===== src/rtl/sonata_input_debounce.sv =====
// sonata_input_debounce: synchronise, polarity-correct and debounce raw pad inputs, with edge pulses, sticky events and a masked IRQ
module sonata_input_debounce #(
  parameter int               Width       = 16,
  parameter logic             ActiveLow   = 1'b1,
  parameter int               TickCycles  = 30000,
  parameter int               StableTicks = 10,
  parameter logic [Width-1:0] ResetState  = '0
) (
  input  logic             clk_sys_i,
  input  logic             rst_sys_ni,
  input  logic [Width-1:0] pins_i,
  output logic [Width-1:0] state_o,
  output logic [Width-1:0] rise_o,
  output logic [Width-1:0] fall_o,
  output logic [Width-1:0] event_o,
  input  logic [Width-1:0] event_clr_i,
  input  logic [Width-1:0] irq_en_i,
  output logic             irq_o
);
  localparam int               PW      = (TickCycles > 2) ? $clog2(TickCycles) : 1;
  localparam int               CW      = $clog2(StableTicks + 1);
  localparam logic [Width-1:0] Inv     = {Width{ActiveLow}};
  localparam logic [PW-1:0]    TickMax = PW'(TickCycles - 1);
  localparam logic [CW-1:0]    CntMax  = CW'(StableTicks - 1);
  logic [Width-1:0] r_sync1, r_sync2, r_state, r_rise, r_fall, r_event;
  logic             r_irq;
  logic [PW-1:0]    r_presc;
  logic [CW-1:0]    r_cnt     [Width];
  logic [CW-1:0]    w_cnt_nxt [Width];
  logic [Width-1:0] w_s, w_diff, w_accept;
  logic             w_tick;
  assign w_s    = r_sync2 ^ Inv;
  assign w_diff = w_s ^ r_state;
  assign w_tick = r_presc == TickMax;
  assign state_o = r_state;
  assign rise_o  = r_rise;
  assign fall_o  = r_fall;
  assign event_o = r_event;
  assign irq_o   = r_irq;
  // two-flop synchroniser; reset value decodes to ResetState so reset exit never looks like an edge
  always_ff @(posedge clk_sys_i or negedge rst_sys_ni) begin
    if (!rst_sys_ni) begin
      r_sync1 <= ResetState ^ Inv;
      r_sync2 <= ResetState ^ Inv;
    end else begin
      r_sync1 <= pins_i;
      r_sync2 <= r_sync1;
    end
  end
  // free-running prescaler shared by every bit
  always_ff @(posedge clk_sys_i or negedge rst_sys_ni) begin
    if (!rst_sys_ni) r_presc <= '0;
    else             r_presc <= w_tick ? '0 : r_presc + 1'b1;
  end
  // hold counters: any agreement clears progress, each tick of disagreement advances, last tick accepts
  always_comb begin
    w_accept  = '0;
    w_cnt_nxt = '{default: '0};
    for (int i = 0; i < Width; i++) begin
      w_accept[i]  = w_diff[i] & w_tick & (r_cnt[i] == CntMax);
      w_cnt_nxt[i] = (!w_diff[i] || w_accept[i]) ? '0 : w_tick ? r_cnt[i] + 1'b1 : r_cnt[i];
    end
  end
  // hold counter registers
  always_ff @(posedge clk_sys_i or negedge rst_sys_ni) begin
    if (!rst_sys_ni) begin
      for (int i = 0; i < Width; i++) r_cnt[i] <= '0;
    end else begin
      for (int i = 0; i < Width; i++) r_cnt[i] <= w_cnt_nxt[i];
    end
  end
  // accepted level and its edge pulses update together
  always_ff @(posedge clk_sys_i or negedge rst_sys_ni) begin
    if (!rst_sys_ni) begin
      r_state <= ResetState;
      r_rise  <= '0;
      r_fall  <= '0;
    end else begin
      r_state <= r_state ^ w_accept;
      r_rise  <= w_accept & w_s;
      r_fall  <= w_accept & ~w_s;
    end
  end
  // sticky events (a new edge beats a same-cycle clear) and registered masked interrupt
  always_ff @(posedge clk_sys_i or negedge rst_sys_ni) begin
    if (!rst_sys_ni) begin
      r_event <= '0;
      r_irq   <= 1'b0;
    end else begin
      r_event <= (r_event & ~event_clr_i) | r_rise | r_fall;
      r_irq   <= |(r_event & irq_en_i);
    end
  end
endmodule


===== config.mk =====
export PLATFORM = sky130hd
export DESIGN_NAME = sonata_input_debounce
export DESIGN_NICKNAME = d
export VERILOG_FILES = /design/src/rtl/sonata_input_debounce.sv
export SDC_FILE = /design/constraint.sdc
export NUM_CORES = 1
export LEC_CHECK = 0
export BUFFER_PORTS_ARGS = -buffer_cell sky130_fd_sc_hd__clkbuf_2
export CAP_MARGIN = 40
export CORE_MARGIN = 5
export CORE_UTILIZATION = 61
export CTS_CLUSTER_DIAMETER = 30
export CTS_CLUSTER_SIZE = 14
export DETAILED_ROUTE_END_ITERATION = 8
export PLACE_DENSITY = 0.81
export SLEW_MARGIN = 20
export SYNTH_ARGS = -nofsm -noshare
export SYNTH_HDL_FRONTEND = slang
export SYNTH_SLANG_ARGS = --single-unit

===== constraint.sdc =====
create_clock -name clk_sys_i -period 3.9 [get_ports clk_sys_i]
set_input_delay 0.78 -clock clk_sys_i [delete_from_list [all_inputs] [get_ports clk_sys_i]]
set_output_delay 0.78 -clock clk_sys_i [all_outputs]
set_load 0.05 [all_outputs]

==> results of run 1 <==
[layout by cell type, fill, tap and decap left out, drive strengths merged, types with 10 or more instances in the layout]
cell type	count
xor2	19
clkbuf	138
nor2	67
dfstp	32
inv	66
mux2i	15
nand4b	13
nand4	11
xnor2	10
ha	33
dfrtp	144
or3	39
nor3	18
o21ai	42
a21oi	54
nand2	92
nand3	20
[per-stage QoR]
step           worst slack, ns  std cells
2_1_floorplan            1.595        744
4_1_cts                 0.8420       1052
6_report                0.8286       1053
5_1_grt                 0.6567       1053
3_3_place_gp             1.005       1020
3_5_place_dp            0.8666       1020
[power by group through the flow]
stage | combinational, W | clock (W) | sequential [W]
2_1_floorplan | 0.0000110 | 0 | 0.00190
3_3_place_gp | 0.0000746 | 0 | 0.00190
3_5_place_dp | 0.0000778 | 0 | 0.00190
4_1_cts | 0.0000785 | 0.00161 | 0.00187
5_1_grt | 0.0000913 | 0.00168 | 0.00187
6_report | 0.0000786 | 0.00158 | 0.00187
[layout make-up]
cell class / count / area, um2 / area share
clock buffer: 25 / 485.5 / 0.05365
clock inverter: 7 / 60.06 / 0.006637
inverter: 66 / 247.7 / 0.02738
multi-input combinational: 485 / 2927 / 0.3234
sequential: 176 / 4444 / 0.4912
tap: 172 / 215.2 / 0.02378
timing repair buffer: 122 / 669.4 / 0.07398
[state kept, by name (all words and copies together), names as in the netlist]
name / count
r_cnt: 64
event_o: 16
fall_o: 16
r_sync1: 16
r_sync2: 16
rise_o: 16
state_o: 16
r_presc: 15
irq_o: 1
[layer usage]
metal  wire length [um]  global-route usage  up-vias
met5                  0                   0        -
met4                337              0.1064        0
met3                890             0.04470       32
met2               8178              0.3916      167
met1               6912              0.2898     2934
li1                   -                   -     2781
[worst max-delay path, stage by stage, from the launching register on]
cell and delay (ns):
dfrtp_1 0.39, ha_1 0.20, nand3_1 0.32, or4_2 1.04, buf_12 0.32, or4b_1 0.52, a31oi_1 0.17
[synth_stat cells, types with 6 or more instances]
| cell | n | area (um2) |
|---|---|---|
| a31oi_1 | 9 | 56.30 |
| or3_1 | 39 | 244.0 |
| nor2_1 | 67 | 251.5 |
| nand4_1 | 11 | 68.82 |
| ha_1 | 33 | 412.9 |
| a21o_1 | 6 | 45.04 |
| inv_1 | 66 | 247.7 |
| dfrtp_1 | 144 | 3603 |
| a21boi_0 | 6 | 45.04 |
| nand4b_1 | 13 | 113.9 |
| a21oi_1 | 54 | 270.3 |
| nand2_1 | 92 | 345.3 |
| mux2i_1 | 15 | 150.1 |
| xnor2_1 | 10 | 87.58 |
| dfstp_2 | 32 | 840.8 |
| nand3_1 | 20 | 100.1 |
| xor2_1 | 19 | 166.4 |
| clkbuf_1 | 15 | 56.30 |
| nor3_1 | 18 | 90.09 |
| or4b_1 | 9 | 90.09 |
| o21ai_0 | 42 | 210.2 |
[final timing paths]
kind	from	endpoint	slack (ns)
worst min-delay path	rst_sys_ni	rise_o[6]$_DFF_PN0_	0.14
worst max-delay path	r_presc[0]$_DFF_PN0_	r_cnt[59]$_DFFE_PN0P_	0.83
min in group clk_sys_i	r_sync1[13]$_DFF_PN1_	r_sync2[13]$_DFF_PN1_	0.35
worst max register to register	r_presc[0]$_DFF_PN0_	r_cnt[59]$_DFFE_PN0P_	0.83
worst min register to register	r_sync1[13]$_DFF_PN1_	r_sync2[13]$_DFF_PN1_	0.35
max in group asynchronous	rst_sys_ni	r_sync1[15]$_DFF_PN1_	2.68
[cells by family (layout without fill, tap and decap cells)]
group / count (synthesis) / after routing
buf+inv: 83 / 220
xor+xnor: 29 / 29
fa+ha+maj: 33 / 33
simple gates: 281 / 281
compound gates: 127 / 127
flops: 176 / 176
mux: 15 / 15
==> run metrics, run 1 <==
status complete, no violations; Leakage about 4.2 nW; Tmin final 3.071 ns; first-pass GRT wire length between 20000 and 30000 um; DR WL/cell about 15 um; Min Hold Slack around 0.14 ns; unrepaired setup endpoints after global routing no; Max Slew Vio Count 0; NumNets Final between 900 and 1000; Detailed Route Iter0 Violations between 400 and 500; Clock power frac 0.448; fin area roughly 9000 um2; largest family of logic cells by synthesized area simple AND/OR/NAND/NOR gates; mux cell area share after synthesis 0.01954; P_int around 0.0028 W; critical path launch point type flop; via count 5914; Placer Congestion 0.8077; Antenna Nets Post-Route 0; max-cap violations 0; # setup viols final 0; layout cells sized above 1 0.2077; Post-synth top flop dfrtp_1; xor/xnor share of the synthesized area 0.03306; Combinational Power Share 0.022; worst relative slew slack 0.5145; maximum vdd drop roughly 260 uV; Post-Route WL 16320 um; Synth Register Bits about 180; post_cts resized 0; clock sink total between 150 and 200; drt pass-1 iters 5; Critical Path End Type flop; Sw Ratio 0.2047; sequential element share of the synthesized area 0.5784; Placed Instance Area ~8500 um2; CP required between 4 and 5 ns; post-synthesis adder-cell area fraction 0.05374; syn_nets roughly 830; Rows 41; number of synthesized flops with an enable pin 0; final setup TNS 0 ns; initial antenna violation count 0; hold crit path type input pin to asynchronous set/reset pin; Avg Cell Area, Syn between 10 and 15 um2; Worst Path Class, Setup flop to flop; pwr/cell area between 300 and 400 nW/um2; # DRC 0; Final HPWL DP between 10000 and 15000 um; largest net degree at the start of global routing 90; H-tree depth 4; die footprint 14940 um2; Tcrit/Tclk final 0.7875; Synth Instances about 740; later-pin clock latency in the skew report between 0.4 and 0.5 ns; CTS tree yes; # hold bufs at CTS 0; Worst R2R Path Depth 6; area delta synth->final 17.77%; synth unique cells 33; # diodes 0; final hold violations 0; clk_skew 0.005923 ns; vias per cell between 5 and 6; P_sw 0.0007225 W; grt ovf 0; Synth Area in Compound Gates 0.09266; number of port buffers roughly 110; Die Span Y around 120 um; CTS buffer count 17; Reg clk slew, reported paths about 0.060 ns; Clock Path Buffers 2; Async S/R FF share, synth 1.000; Initial Util 0.6164; number of global-route vias before repair a little over 6000; FMAX approximately 0.33 GHz; Reg power frac 0.530; Die W around 120 um; core area around 12000 um2; # fillers between 800 and 900; synth warn 0; post-CTS setup buffers 0; Final Util 0.7259; Overall Global Routing Usage 0.2316; synthesized area between 7000 and 8000 um2; worst slew pin tran between 0.7 and 0.8 ns; Pwr Total roughly 0.0035 W; Crit Path Max Fanout around 70; Clock Tree Root clkbuf_16; crit path DAT 3.42 ns; # IOs 115; Simple-Gate Fraction of Synth Area 0.1809
No activity file was read; power rests on OpenSTA's default activity.
==> run 2, diff against run 1 <==
--- a/config.mk
+++ b/config.mk
@@ -8,11 +8,11 @@
 export BUFFER_PORTS_ARGS = -buffer_cell sky130_fd_sc_hd__clkbuf_2
 export CAP_MARGIN = 40
 export CORE_MARGIN = 5
-export CORE_UTILIZATION = 61
+export CORE_UTILIZATION = 57
 export CTS_CLUSTER_DIAMETER = 30
 export CTS_CLUSTER_SIZE = 14
 export DETAILED_ROUTE_END_ITERATION = 8
-export PLACE_DENSITY = 0.81
+export PLACE_DENSITY = 0.76
 export SLEW_MARGIN = 20
 export SYNTH_ARGS = -nofsm -noshare
 export SYNTH_HDL_FRONTEND = slang
==> constraint.sdc (replaced) <==
create_clock -name clk_sys_i -period 2.9 [get_ports clk_sys_i]
set_input_delay 0.58 -clock clk_sys_i [delete_from_list [all_inputs] [get_ports clk_sys_i]]
set_output_delay 0.58 -clock clk_sys_i [all_outputs]
set_load 0.05 [all_outputs]
==> run metrics, run 2 (synthesized netlist as in run 1, its figures left out) <==
Leakage about 4.2 nW; Die W roughly 130 um; # IOs ~120; final setup TNS 0 ns; vias per cell approximately 5.5; # DRC 0; Antenna Nets Post-Route 0; Min Hold Slack approximately 0.17 ns; Final Util 0.6875; Multi-input gate area approximately 2900 um2; layout cells sized above 1 0.2132; Tcrit/Tclk final 0.9213; CP max stage delay about 0.76 ns; Initial Util 0.5802; CTS buffer count 17; slowest cell on the critical path or4_2; later-pin clock latency in the skew report between 0.4 and 0.5 ns; fin area 9104 um2; post_cts resized 0; pre-CTS setup slack between 0.2 and 0.25 ns; # hold bufs at CTS 0; maximum vdd drop roughly 380 uV; area delta synth->final 18.48%; first-pass GRT wire length approximately 28000 um; FMAX 0.3743 GHz; clock sink total about 180; DR WL/cell 14.82 um; Critical Path End Type flop; unrepaired setup endpoints after global routing no; CTS tree yes; Worst Path Class, Setup flop to flop; number of global-route vias before repair about 6000; WP buf/inv 1; status complete, no violations; NumNets Final between 900 and 1000; hold crit path type input pin to asynchronous set/reset pin; # fillers roughly 1000; Reg clk slew, reported paths 0.06 ns; number of port buffers ~110; die footprint about 16000 um2; Clock Tree Root clkbuf_16; Overall Global Routing Usage 0.2117; largest net degree at the start of global routing between 80 and 90; Crit Path Max Fanout 59; Die Span Y roughly 130 um; Placed Instance Area around 8500 um2; critical path launch point type flop; # diodes 0; most frequent cells in the layout 144 x dfrtp_1, 113 x clkbuf_2, 92 x nand2_1; Rows 42; core area 13240 um2; final hold violations 0; Clock Path Buffers 2; Final WS setup 0.2281 ns; via count 5796; initial antenna violation count 0; Post-Route WL roughly 16000 um; clk_skew ~0.0061 ns; H-tree depth 4; Max Slew Vio Count 0; worst relative slew slack 0.4987; CP required approximately 3.3 ns; CP cell instances or3b_1 > or4_2 > buf_12 > or4b_1 > a31oi_1; Tmin final roughly 2.7 ns; Final HPWL DP around 11000 um; Biggest register r_cnt; post-CTS setup buffers 0; Placer Congestion between 0.7 and 0.8; # setup viols final 0; worst slew pin tran 0.7519 ns; crit path DAT between 3 and 4 ns; CP delay by family, top simple AND/OR/NAND/NOR gates; max-cap violations 0; Detailed Route Iter0 Violations 417; max FFs per register 64; pwr/cell area approximately 530 nW/um2; Seq. cell area 4444 um2; most common cell after layout, fill and taps aside dfrtp_1; grt ovf 0; drt pass-1 iters 6
run 2: metrics by stage:
stage	std cells	total power, W
floorplan	744	0.002568
global placement	1026	0.002658
detailed placement	1026	0.002665
CTS	1058	0.004901
global route	1058	0.005032
finish	1058	0.004846
run 2: cell type report:
class / instances / share of cell area
Inverter: 66 / 0.02721
Tap cell: 176 / 0.02419
Clock inverter: 13 / 0.01539
Clock buffer: 19 / 0.04865
Sequential cell: 176 / 0.4882
Timing Repair Buffer: 123 / 0.07490
Multi-Input combinational cell: 485 / 0.3215
run 2: final timing paths:
check                                     startpoint               endpoint  slack (ns)  depth (start not counted)
worst max-delay path            r_presc[6]$_DFF_PN0_  r_cnt[59]$_DFFE_PN0P_        0.23                          5
worst min-delay path                      rst_sys_ni   event_o[6]$_DFF_PN0_        0.17                          1
worst max register to register  r_presc[6]$_DFF_PN0_  r_cnt[59]$_DFFE_PN0P_        0.23                          5
max in group asynchronous                 rst_sys_ni  r_sync1[12]$_DFF_PN1_        1.87                          2
worst min register to register  r_sync1[2]$_DFF_PN1_   r_sync2[2]$_DFF_PN1_        0.35                          0
min in group clk_sys_i                    pins_i[10]  r_sync1[10]$_DFF_PN1_        0.23                          1
run 2: worst register-to-register path, stage by stage, from the launching register on:
cell,delay [ns]
dfrtp_1,0.45
or3b_1,0.43
or4_2,0.76
buf_12,0.23
or4b_1,0.53
a31oi_1,0.19
run 2: per-layer routing:
layer	wire (um)	vias to the layer above	global-route usage
li1	-	2791	-
met1	6771	2825	0.2786
met2	7677	151	0.3415
met3	896	29	0.04826
met4	333	0	0.08770
met5	0	-	0
run 2: power breakdown:
group	internal, W	leakage (nW)	switching [W]
Clock	0.00129	0.275	0.000938
Combinational	0.0000339	1.64	0.0000685
Sequential	0.00250	2.33	0.0000179
